<file path="src/rtl/expr_arbiter.sv">
// expr_arbiter: round-robin sharing of one single-digit expression checker among N_REQ streams.
// Optional COLLECT idle abort is compiled in when EXPR_ARB_TIMEOUT_EN is defined.
module expr_arbiter #(
   parameter int         N_REQ   = 2,
   parameter int         ID_W    = 1,
   parameter int         MAX_LEN = 16,
   parameter logic [7:0] TERM    = 8'h3D,
   parameter int         TIMEOUT = 32
) (
   input  logic               clk,
   input  logic               clr,
   input  logic [N_REQ-1:0]   req,
   input  logic [N_REQ-1:0]   req_valid,
   input  logic [8*N_REQ-1:0] req_data,
   output logic [N_REQ-1:0]   req_ready,
   output logic [N_REQ-1:0]   gnt,
   output logic               chk_clr,
   output logic [7:0]         chk_in,
   input  logic               chk_out,
   output logic               done,
   output logic               result,
   output logic               err,
   output logic [ID_W-1:0]    resp_id
);
   localparam int LEN_W = $clog2(MAX_LEN + 1);
   localparam int AW    = (MAX_LEN > 1) ? $clog2(MAX_LEN) : 1;

   generate
      if (ID_W < $clog2(N_REQ) || MAX_LEN < 1 || TIMEOUT < 1) begin : g_bad_cfg
         $error("expr_arbiter: inconsistent parameters");
      end
   endgenerate

   // states: IDLE arbitrate | COLLECT buffer line | CLEAR clear checker | PLAY replay | RESULT sample verdict
   typedef enum logic [2:0] {S_IDLE, S_COLLECT, S_CLEAR, S_PLAY, S_RESULT} state_t;

   state_t           state_q, state_d;
   logic [ID_W-1:0]  rr_q, rr_d, gid_q, gid_d, pick;
   logic             found;
   logic [LEN_W-1:0] len_q, len_d, idx_q, idx_d;
   logic             ovf_q, ovf_d, skip_q, skip_d, wr_en;
   logic [7:0]       buf_q [MAX_LEN];
   logic [7:0]       char_in;
   logic [N_REQ-1:0] gnt_q, gnt_d, ready_q, ready_d;
   logic             chk_clr_q, chk_clr_d, done_q, done_d;
   logic             result_q, result_d, err_q, err_d;
   logic [7:0]       chk_in_q, chk_in_d;
   logic [ID_W-1:0]  resp_id_q, resp_id_d;

`ifdef EXPR_ARB_TIMEOUT_EN
   localparam int               TMR_W    = (TIMEOUT > 1) ? $clog2(TIMEOUT) : 1;
   localparam logic [TMR_W-1:0] TMR_LOAD = TMR_W'(TIMEOUT - 1);
   logic [TMR_W-1:0] tmr_q, tmr_d;

   always_ff @(posedge clk or posedge clr) begin
      if (clr) tmr_q <= '0;
      else     tmr_q <= tmr_d;
   end
`endif

   assign char_in = req_data[8*int'(gid_q) +: 8];

   always_comb begin
      found = 1'b0;
      pick  = rr_q;
      for (int o = 0; o < N_REQ; o++) begin
         if (!found && req[(int'(rr_q) + o) % N_REQ]) begin
            found = 1'b1;
            pick  = ID_W'((int'(rr_q) + o) % N_REQ);
         end
      end
   end

   always_comb begin
      state_d   = state_q;
      rr_d      = rr_q;
      gid_d     = gid_q;
      len_d     = len_q;
      idx_d     = idx_q;
      ovf_d     = ovf_q;
      skip_d    = skip_q;
      wr_en     = 1'b0;
      chk_clr_d = 1'b0;
      chk_in_d  = 8'h00;
      done_d    = 1'b0;
      result_d  = 1'b0;
      err_d     = 1'b0;
      resp_id_d = '0;
`ifdef EXPR_ARB_TIMEOUT_EN
      tmr_d     = tmr_q;
`endif
      case (state_q)
         S_IDLE: begin
            if (found) begin
               state_d = S_COLLECT;
               gid_d   = pick;
               len_d   = '0;
               ovf_d   = 1'b0;
               skip_d  = 1'b0;
`ifdef EXPR_ARB_TIMEOUT_EN
               tmr_d   = TMR_LOAD;
`endif
            end
         end
         S_COLLECT: begin
            if (req_valid[gid_q]) begin
`ifdef EXPR_ARB_TIMEOUT_EN
               tmr_d = TMR_LOAD;
`endif
               if (char_in == TERM) begin
                  // empty or overflowed lines bypass the checker entirely
                  if (len_q != '0 && !ovf_q) begin
                     state_d   = S_CLEAR;
                     chk_clr_d = 1'b1;
                  end else begin
                     state_d = S_RESULT;
                     skip_d  = 1'b1;
                  end
               end else if (len_q == LEN_W'(MAX_LEN)) begin
                  ovf_d = 1'b1;
               end else begin
                  wr_en = 1'b1;
                  len_d = len_q + LEN_W'(1);
               end
            end
`ifdef EXPR_ARB_TIMEOUT_EN
            else if (tmr_q == '0) begin
               state_d = S_RESULT;
               skip_d  = 1'b1;
               ovf_d   = 1'b1;
            end else begin
               tmr_d = tmr_q - TMR_W'(1);
            end
`endif
         end
         S_CLEAR: begin
            state_d  = S_PLAY;
            chk_in_d = buf_q[0];
            idx_d    = LEN_W'(1);
         end
         S_PLAY: begin
            if (idx_q == len_q) begin
               state_d = S_RESULT;
            end else begin
               chk_in_d = buf_q[idx_q[AW-1:0]];
               idx_d    = idx_q + LEN_W'(1);
            end
         end
         S_RESULT: begin
            state_d   = S_IDLE;
            done_d    = 1'b1;
            result_d  = chk_out & ~skip_q;
            err_d     = ovf_q;
            resp_id_d = gid_q;
            rr_d      = ID_W'((int'(gid_q) + 1) % N_REQ);
         end
         default: state_d = S_IDLE;
      endcase
      gnt_d   = (state_d != S_IDLE)    ? (N_REQ'(1) << gid_d) : '0;
      ready_d = (state_d == S_COLLECT) ? (N_REQ'(1) << gid_d) : '0;
   end

   always_ff @(posedge clk or posedge clr) begin
      if (clr) begin
         state_q   <= S_IDLE;
         rr_q      <= '0;
         gid_q     <= '0;
         len_q     <= '0;
         idx_q     <= '0;
         ovf_q     <= 1'b0;
         skip_q    <= 1'b0;
         gnt_q     <= '0;
         ready_q   <= '0;
         chk_clr_q <= 1'b0;
         chk_in_q  <= 8'h00;
         done_q    <= 1'b0;
         result_q  <= 1'b0;
         err_q     <= 1'b0;
         resp_id_q <= '0;
      end else begin
         state_q   <= state_d;
         rr_q      <= rr_d;
         gid_q     <= gid_d;
         len_q     <= len_d;
         idx_q     <= idx_d;
         ovf_q     <= ovf_d;
         skip_q    <= skip_d;
         gnt_q     <= gnt_d;
         ready_q   <= ready_d;
         chk_clr_q <= chk_clr_d;
         chk_in_q  <= chk_in_d;
         done_q    <= done_d;
         result_q  <= result_d;
         err_q     <= err_d;
         resp_id_q <= resp_id_d;
      end
   end

   always_ff @(posedge clk) begin
      if (wr_en) buf_q[len_q[AW-1:0]] <= char_in;
   end

   assign gnt       = gnt_q;
   assign req_ready = ready_q;
   assign chk_clr   = chk_clr_q;
   assign chk_in    = chk_in_q;
   assign done      = done_q;
   assign result    = result_q;
   assign err       = err_q;
   assign resp_id   = resp_id_q;
endmodule

</file>
<file path="config.mk">
export PLATFORM = sky130hd
export DESIGN_NAME = expr_arbiter
export DESIGN_NICKNAME = d
export VERILOG_FILES = /design/src/rtl/expr_arbiter.sv
export SDC_FILE = /design/constraint.sdc
export NUM_CORES = 1
export LEC_CHECK = 0
export CORE_UTILIZATION = 40
export DETAILED_ROUTE_END_ITERATION = 10
export HOLD_SLACK_MARGIN = 0.1
export SLEW_MARGIN = 25
export SYNTH_ARGS = -nofsm -noshare
export SYNTH_HDL_FRONTEND = slang
export SYNTH_SLANG_ARGS = --single-unit
</file>
<file path="constraint.sdc">
create_clock -name clk -period 5 [get_ports clk]
set_input_delay 1.25 -clock clk [delete_from_list [all_inputs] [get_ports clk]]
set_output_delay 1.25 -clock clk [all_outputs]
set_load 0.1 [all_outputs]
</file>
==> metrics.json, run 1 <==
{
  "post_synth_xor_area_fraction_pct": 0.7649,
  "dr_total_vias": 3727,
  "synth_simple_gate_area_share_pct": 7.904,
  "synth.top_cells.by_count": "128 x sky130_fd_sc_hd__edfxtp_1, 34 x sky130_fd_sc_hd__dfrtp_1, 31 x sky130_fd_sc_hd__nand2_1",
  "cts.repair.resized": 0,
  "synthMostInstantiatedCell": "sky130_fd_sc_hd__edfxtp_1",
  "ant_nets": 0,
  "dr.first_iter.drc_count": 411,
  "syn-instance-count": 396,
  "cp_slowest_cell": "sky130_fd_sc_hd__clkdlybuf4s50_1",
  "syn_avg_cell_area_sq_um": 17.35,
  "floorplan.initialDensity_pct": 41.14,
  "die_w_um": 133.1,
  "design.die.area_sq_um": 17700,
  "netlist.area_leader.share_pct": 55.95,
  "finalCriticalPeriod_ns": 3.151,
  "critical_path_data_arrival_time_ns": 1.90,
  "tightest_slew_ns": 0.9921,
  "grt-ovfl-total": 0,
  "setup_repair_after_global_routing_missed_its_margin": "false",
  "slew_headroom_pct": 33.65,
  "grtUsageMet1_pct": 27.48,
  "post-route-period-util_pct": 63.01,
  "grt_start_max_net_pins": 39,
  "report.power.total_uw": 4066,
  "clk_pin_slew_worst_paths_ns": 0.06,
  "synth-async-reset-ratio_pct": 20.99,
  "grt_pass1_vias": 3656,
  "floorplan.core_area_sq_um": 16700,
  "post_synthesis_register_bit_count": 162,
  "postSynth.topFlopCell": "sky130_fd_sc_hd__edfxtp_1",
  "drive_above_1_share_pct": 13.81,
  "path_buf_inv": 1,
  "synth-edff-count": 128,
  "critical_path.reg2reg.startpoint": "gid_q",
  "route.detailed.drc": 0,
  "met3_usage_pct": 4.444,
  "io_pins": 40,
  "hold_buffers": 0,
  "post_synth_fa_ha_maj_area_fraction_pct": 0.9106,
  "path_max_fanout": 1,
  "timing.setup.tns_ns": 0,
  "synth-compound-area-share_pct": 5.354,
  "power_switching_share_pct": 32.03,
  "placement_rows": 47,
  "via_per_inst": 5.571,
  "area.growth.synth_to_final_pct": 14.66,
  "crit_path_cell_trace": "clkdlybuf4s50_1",
  "numPortBuffers": 39,
  "detailed_place_hpwl_um": 10120,
  "netSwitchingPower_uw": 1302,
  "critical-path-max-stage-delay_ns": 1.13,
  "max_cap_viol_count": 0,
  "clkLatencyLatePin_ns": 0.43,
  "finalMaxSlewViolations": 0,
  "worstHoldPathType": "flop to flop",
  "setup_viol": 0,
  "number_of_nets_produced_by_synthesis": 424,
  "critPathLaunchType": "flop",
  "antenna_found_initial": 0,
  "min_from": "skip_q",
  "clockPowerShare_pct": 28.5,
  "numCtsBuffers": 17,
  "required_ns": 3.75,
  "seqPwrFrac_pct": 46.7,
  "netlist_top_cells_area": "sky130_fd_sc_hd__edfxtp_1 56%, sky130_fd_sc_hd__dfrtp_1 12%, sky130_fd_sc_hd__mux4_2 5.6%",
  "synth_area_sq_um": 6870,
  "clock.fmax_mhz": 317.4,
  "outcome": "completed",
  "synth-seq-area-share_pct": 68.33,
  "met2_usage_pct": 25.89,
  "h_tree_level_count": 4,
  "timing.critical_path.from": "gnt[0]",
  "timing.critical_path.to_type": "output pin",
  "intPower_uw": 2764,
  "power_per_cell_area_nw_per_um2": 516.2,
  "fin_nets": 464,
  "antennaDiodeCount": 0,
  "pwr-share-comb_pct": 24.7,
  "timing_hold_violations_final": 0,
  "count_of_distinct_cell_types_in_the_synthesized_netlist": 51,
  "netlist.top_cell.by_area": "sky130_fd_sc_hd__edfxtp_1",
  "wl_um": 15110,
  "vdd.ir_drop.worst_uv": 267.0,
  "die_h_um": 133.1,
  "drt_pre_antenna_iters": 5,
  "ys_warn_count": 0,
  "grt_pass1_wl_um": 23040,
  "static_leakage_uw": 0.002834,
  "grt.busiest_layer": "met1",
  "routed_len_inst_um": 22.59,
  "clock_path_buffers": 2,
  "gpl.final_weighted_congestion": 0.7980,
  "grt_util_all_layers_pct": 18.47,
  "clkSinkCount": 162,
  "dominant_combinational_cell_family_by_area_after_synthesis": "multiplexers",
  "worst_path_dominant_cell_family": "buffers and inverters",
  "ctsRootBufferMaster": "sky130_fd_sc_hd__clkbuf_16",
  "synth.area.mux_share_pct": 13.22,
  "cts_tree": "done",
  "cts_setup_buffers": 0,
  "crit_type": "flop to output pin",
  "timing.clock.skew_ns": 0.009096
}
## placed cells by master, fill, tap and decap left out, types with 6 or more instances in the layout
cell type and count:
sky130_fd_sc_hd__a22o_1 8, sky130_fd_sc_hd__a22oi_1 16, sky130_fd_sc_hd__and3_1 21, sky130_fd_sc_hd__clkbuf_1 7
sky130_fd_sc_hd__clkbuf_16 17, sky130_fd_sc_hd__clkdlybuf4s50_1 39, sky130_fd_sc_hd__dfrtp_1 33, sky130_fd_sc_hd__edfxtp_1 128
sky130_fd_sc_hd__inv_1 9, sky130_fd_sc_hd__mux2_2 6, sky130_fd_sc_hd__mux4_1 14, sky130_fd_sc_hd__mux4_2 17
sky130_fd_sc_hd__nand2_1 31, sky130_fd_sc_hd__nand3_1 8, sky130_fd_sc_hd__nor2_1 10
## stage by stage
step	cell area, sq um	std cells	hold slack, ns	util, %	setup WS (ns)
6_report	7878	669	0.4622	47.17	1.849
5_1_grt	7878	669	0.5028	47.17	1.812
4_1_cts	7878	669	0.4686	47.17	1.822
3_5_place_dp	7355	637	0.4559	44.04	1.530
3_3_place_gp	7352	637	0.4537	44.02	1.585
2_1_floorplan	6870	396	0.4071	-	2.299
## routing by layer
metal	up-vias	part of all wire, %
li1	1653	-
met1	1909	47
met2	144	44
met3	21	6.7
met4	0	1.9
met5	-	0
## kinds of logic after synthesis
kind of cell | Yosys count
buffers and inverters | 30
AO/OA/AOI/OAI | 49
multiplexers | 44
adder cells (fa/ha/maj) | 5
AND/OR/NAND/NOR | 100
XOR/XNOR | 6
flip-flops | 162
## power by group through the flow
stage	sequential, uW	combinational (uW)	clock [uW]
finish	1900	1010	1160
global route	1920	1090	1220
CTS	1900	1010	1170
detailed placement	1930	1010	0
global placement	1920	1010	0
floorplan	1920	709	0
## registers in the layout, summed over array words and instances (netlist names), 2 cells and up
signal	cells
chk_in	8
gnt	2
req_ready	2
idx_q	5
buf_q	128
len_q	5
state_q	3
## layout make-up
| type | count | area (sq um) |
|---|---|---|
| timing repair buffer | 42 | 412.9 |
| sequential | 162 | 4698 |
| clock buffer | 27 | 493.0 |
| fill | 1435 | 8823 |
| multi-input combinational | 204 | 1934 |
| inverter | 9 | 33.78 |
| clock inverter | 5 | 30.03 |
| tap | 220 | 275.3 |
## worst paths after layout
path / slack [ns] / to / depth (start not counted)
min reg2reg: 0.46 / result / 1
max in group asynchronous: 3.43 / idx_q[0] / 3
max reg2reg: 2.47 / buf_q[2][2] / 5
max: 1.85 / gnt[0] / 1
min: 0.46 / result / 1
min in group asynchronous: 1.22 / chk_in[4] / 3
Note: power is estimated with default switching activity, not from simulation.
==> inputs of run 2 (changes only) <==
==> constraint.sdc (replaced) <==
create_clock -name clk -period 3.1 [get_ports clk]
set_input_delay 0.775 -clock clk [delete_from_list [all_inputs] [get_ports clk]]
set_output_delay 0.775 -clock clk [all_outputs]
set_load 0.1 [all_outputs]
==> run 2 against run 1 <==
  * Combinational power increased by 75%
  * Clock power is 84% higher
  * Utilization is 0.60 points higher
  * Critical endpoint is now buf_q[3][6]
==> metrics.json, run 2 (synthesized netlist as in run 1, its figures left out) <==
{
  "slew_headroom": {"value": 52.20, "unit": "%", "change": "was 33.65%"},
  "mostFrequentLayoutCells": {"value": "128 x sky130_fd_sc_hd__edfxtp_1, 33 x sky130_fd_sc_hd__dfrtp_1, 31 x sky130_fd_sc_hd__nand2_1", "change": "was 128 x sky130_fd_sc_hd__edfxtp_1, 39 x sky130_fd_sc_hd__clkdlybuf4s50_1, 33 x sky130_fd_sc_hd__dfrtp_1"},
  "numPortBuffers": {"value": 39, "change": "unchanged"},
  "timing_hold_violations_final": {"value": 0, "change": "unchanged"},
  "timing.rr.end": {"value": "buf_q[3][6]", "change": "was buf_q[2][2]"},
  "detailed_place_hpwl": {"value": 10500, "unit": "um", "change": "was 10120 um"},
  "r2r.worst_path.cells": {"value": 5, "change": "unchanged"},
  "finalCriticalPeriod_ns": 2.424,
  "crit_path_cell_trace": {"value": "clkdlybuf4s50_1, nand2_1, nor3_1, o22ai_2, and3_4, and3_1", "change": "was clkdlybuf4s50_1"},
  "routed_len_inst": {"value": 22.59, "unit": "um", "change": "about the same"},
  "drive_above_1_share": {"value": 20.57, "unit": "%", "change": "was 13.81%"},
  "path_max_fanout": {"value": 15, "change": "was 1"},
  "critPathLaunchType": {"value": "input pin", "change": "was flop"},
  "cp_depth": {"value": 6, "change": "was 1"},
  "most_frequent_standard_cell_in_the_layout_excluding_fill_and_tap_cells": {"value": "sky130_fd_sc_hd__edfxtp_1", "change": "unchanged"},
  "grt_util_all_layers": {"value": 18.97, "unit": "%", "change": "was 18.47%"},
  "clock_path_buffers": {"value": 2, "change": "unchanged"},
  "vdd.ir_drop.worst": {"value": 411.1, "unit": "uV", "change": "was 267.0 uV"},
  "numCtsBuffers": {"value": 17, "change": "unchanged"},
  "gpl.final_weighted_congestion": {"value": 0.7912, "change": "was 0.7980"},
  "area.growth.synth_to_final": {"value": 16.12, "unit": "%", "change": "was 14.66%"},
  "via_per_inst": {"value": 5.564, "change": "was 5.571"},
  "crit_type": {"value": "input pin to flop", "change": "was flop to output pin"},
  "timing.clock.skew": {"value": 0.01363, "unit": "ns", "change": "was 0.009096 ns"},
  "floorplan.initialDensity": {"value": 41.14, "unit": "%", "change": "unchanged"},
  "cts_setup_buffers": {"value": 0, "change": "unchanged"},
  "critical_path.reg2reg.startpoint": {"value": "len_q[0]", "change": "was gid_q"},
  "antenna_found_initial": {"value": 1, "change": "was 0"},
  "number_of_filler_instances_in_the_final_layout": {"value": 1432, "change": "was 1435"},
  "setup_repair_after_global_routing_missed_its_margin": {"value": "false", "change": "unchanged"},
  "tightest_slew": {"value": 0.7131, "unit": "ns", "change": "was 0.9921 ns"},
  "finalMaxSlewViolations": {"value": 0, "change": "unchanged"},
  "clk_pin_slew_worst_paths": {"value": 0.06, "unit": "ns", "change": "about the same"},
  "critical_path_data_arrival_time": {"value": 2.57, "unit": "ns", "change": "was 1.90 ns"},
  "clkSinkCount": {"value": 162, "change": "unchanged"},
  "max_cap_viol_count": {"value": 0, "change": "unchanged"},
  "grt-ovfl-total": {"value": 0, "change": "unchanged"},
  "io_pins": {"value": 40, "change": "unchanged"},
  "cp_slowest_cell": {"value": "sky130_fd_sc_hd__nor3_1", "change": "was sky130_fd_sc_hd__clkdlybuf4s50_1"},
  "h_tree_level_count": {"value": 4, "change": "unchanged"},
  "grt_start_max_net_pins": {"value": 22, "change": "was 39"},
  "placement_rows": {"value": 47, "change": "unchanged"},
  "die_w": {"value": 133.1, "unit": "um", "change": "unchanged"},
  "power_per_cell_area": {"value": 860.9, "unit": "nW/um^2", "change": "was 516.2 nW/um^2"},
  "design.die.area": {"value": 17700, "unit": "sq um", "change": "unchanged"},
  "ant_nets": {"value": 0, "change": "unchanged"},
  "report.power.total": {"value": 6868, "unit": "uW", "change": "was 4066 uW"},
  "static_leakage": {"value": 0.002940, "unit": "uW", "change": "was 0.002834 uW"},
  "die_h": {"value": 133.1, "unit": "um", "change": "unchanged"},
  "required": {"value": 3.24, "unit": "ns", "change": "was 3.75 ns"},
  "critical-path-max-stage-delay": {"value": 0.49, "unit": "ns", "change": "was 1.13 ns"},
  "hold_buffers": {"value": 0, "change": "unchanged"},
  "timing.critical_path.to_type": {"value": "flop", "change": "was output pin"},
  "clock.fmax_mhz": 412.5,
  "fin_nets": {"value": 472, "change": "was 464"},
  "setup_viol": {"value": 0, "change": "unchanged"},
  "path_buf_inv": {"value": 1, "change": "unchanged"},
  "ctsRootBufferMaster": {"value": "sky130_fd_sc_hd__clkbuf_16", "change": "unchanged"},
  "dr.first_iter.drc_count": {"value": 422, "change": "was 411"},
  "worst_path_dominant_cell_family": {"value": "simple AND/OR/NAND/NOR gates", "change": "was buffers and inverters"},
  "drt_pre_antenna_iters": {"value": 5, "change": "unchanged"},
  "timing.setup.tns": {"value": 0, "unit": "ns", "change": "unchanged"},
  "antennaDiodeCount": {"value": 0, "change": "unchanged"},
  "timing.critical_path.to": {"value": "buf_q[3][6]", "change": "was gnt[0]"},
  "timing.critical_path.from": {"value": "req_data[8]", "change": "was gnt[0]"},
  "clkLatencyLatePin": {"value": 0.43, "unit": "ns", "change": "about the same"},
  "grt_pass1_wl": {"value": 23810, "unit": "um", "change": "was 23040 um"},
  "dr_total_vias": {"value": 3767, "change": "was 3727"},
  "cts_tree": {"value": "done", "change": "unchanged"},
  "ff2ff_setup_slack": {"value": 0.72, "unit": "ns", "change": "was 2.47 ns"},
  "cts.repair.resized": {"value": 0, "change": "unchanged"},
  "wl": {"value": 15290, "unit": "um", "change": "was 15110 um"},
  "regArea": {"value": 4696, "unit": "sq um", "change": "was 4698 sq um"},
  "post-route-period-util_pct": 78.20,
  "route.detailed.drc": {"value": 0, "change": "unchanged"},
  "floorplan.core_area": {"value": 16700, "unit": "sq um", "change": "unchanged"},
  "total_area_of_multi_input_combinational_cells": {"value": 1934, "unit": "sq um", "change": "unchanged"},
  "outcome": {"value": "completed", "change": "unchanged"},
  "worstHoldPathType": {"value": "flop to flop", "change": "unchanged"},
  "grt_pass1_vias": {"value": 3924, "change": "was 3656"},
  "largest_reg_flops": {"value": 128, "change": "unchanged"}
}
-- run 2: cell count changes in the layout (fill, tap and decap cells not counted), sizes merged --
cell,delta
bufinv,+3
inv,+3
clkinvlp,+2
buf,+25
clkinv,+2
clkbuf,-10
clkdlybuf4s50,-17
-- run 2: worst register-to-register path: stages (launching register included) --
cell	delay [ns]
sky130_fd_sc_hd__dfrtp_1	0.46
sky130_fd_sc_hd__inv_1	0.13
sky130_fd_sc_hd__ha_1	0.33
sky130_fd_sc_hd__and3_1	0.24
sky130_fd_sc_hd__nor3_1	0.40
sky130_fd_sc_hd__and3_1	0.49
-- run 2: metal layers --
| layer | vias to the layer above | wire, um | global-route usage [%] |
|---|---|---|---|
| met3 | 23 | 789 | 5.057 |
| met2 | 117 | 7309 | 29.35 |
| li1 | 1674 | - | - |
| met4 | 0 | 231 | 6.513 |
| met1 | 1953 | 6963 | 25.94 |
| met5 | - | 0 | 0 |
-- run 2: cell type report --
type | count | share of cell area, %
flip-flops and latches | 162 | 58.86
well taps | 220 | 3.450
multi-input cells | 204 | 24.25
inverters | 9 | 0.4235
clock inverters | 15 | 2.290
repair buffers | 50 | 5.395
clock buffers | 17 | 5.332
-- run 2: worst min path at each step --
stage	start	endpoint	cells past startpoint
finish	skip_q	result	1
global route	skip_q	result	1
CTS	skip_q	result	1
detailed placement	skip_q	result	1
global placement	skip_q	result	1
floorplan	skip_q	result	1
-- run 2: through the flow --
stage | setup WS, ns | util, % | hold slack, ns | cells | cell area (sq um)
floorplan | 0.8738 | - | 0.4071 | 396 | 6870
global placement | 0.2592 | 44.13 | 0.4315 | 645 | 7370
detailed placement | 0.2137 | 44.13 | 0.4290 | 645 | 7370
CTS | 0.6613 | 47.77 | 0.4377 | 677 | 7978
global route | 0.4873 | 47.77 | 0.4581 | 677 | 7978
finish | 0.6758 | 47.77 | 0.4314 | 677 | 7978
-- run 2: power breakdown --
part	internal, uW	leakage, uW	total (uW)	switching [uW]
Sequential	2780	0.00161	2960	184
Clock	1270	0.000288	2140	866
Combinational	620	0.00104	1770	1150
Total	4670	0.00294	6870	2200
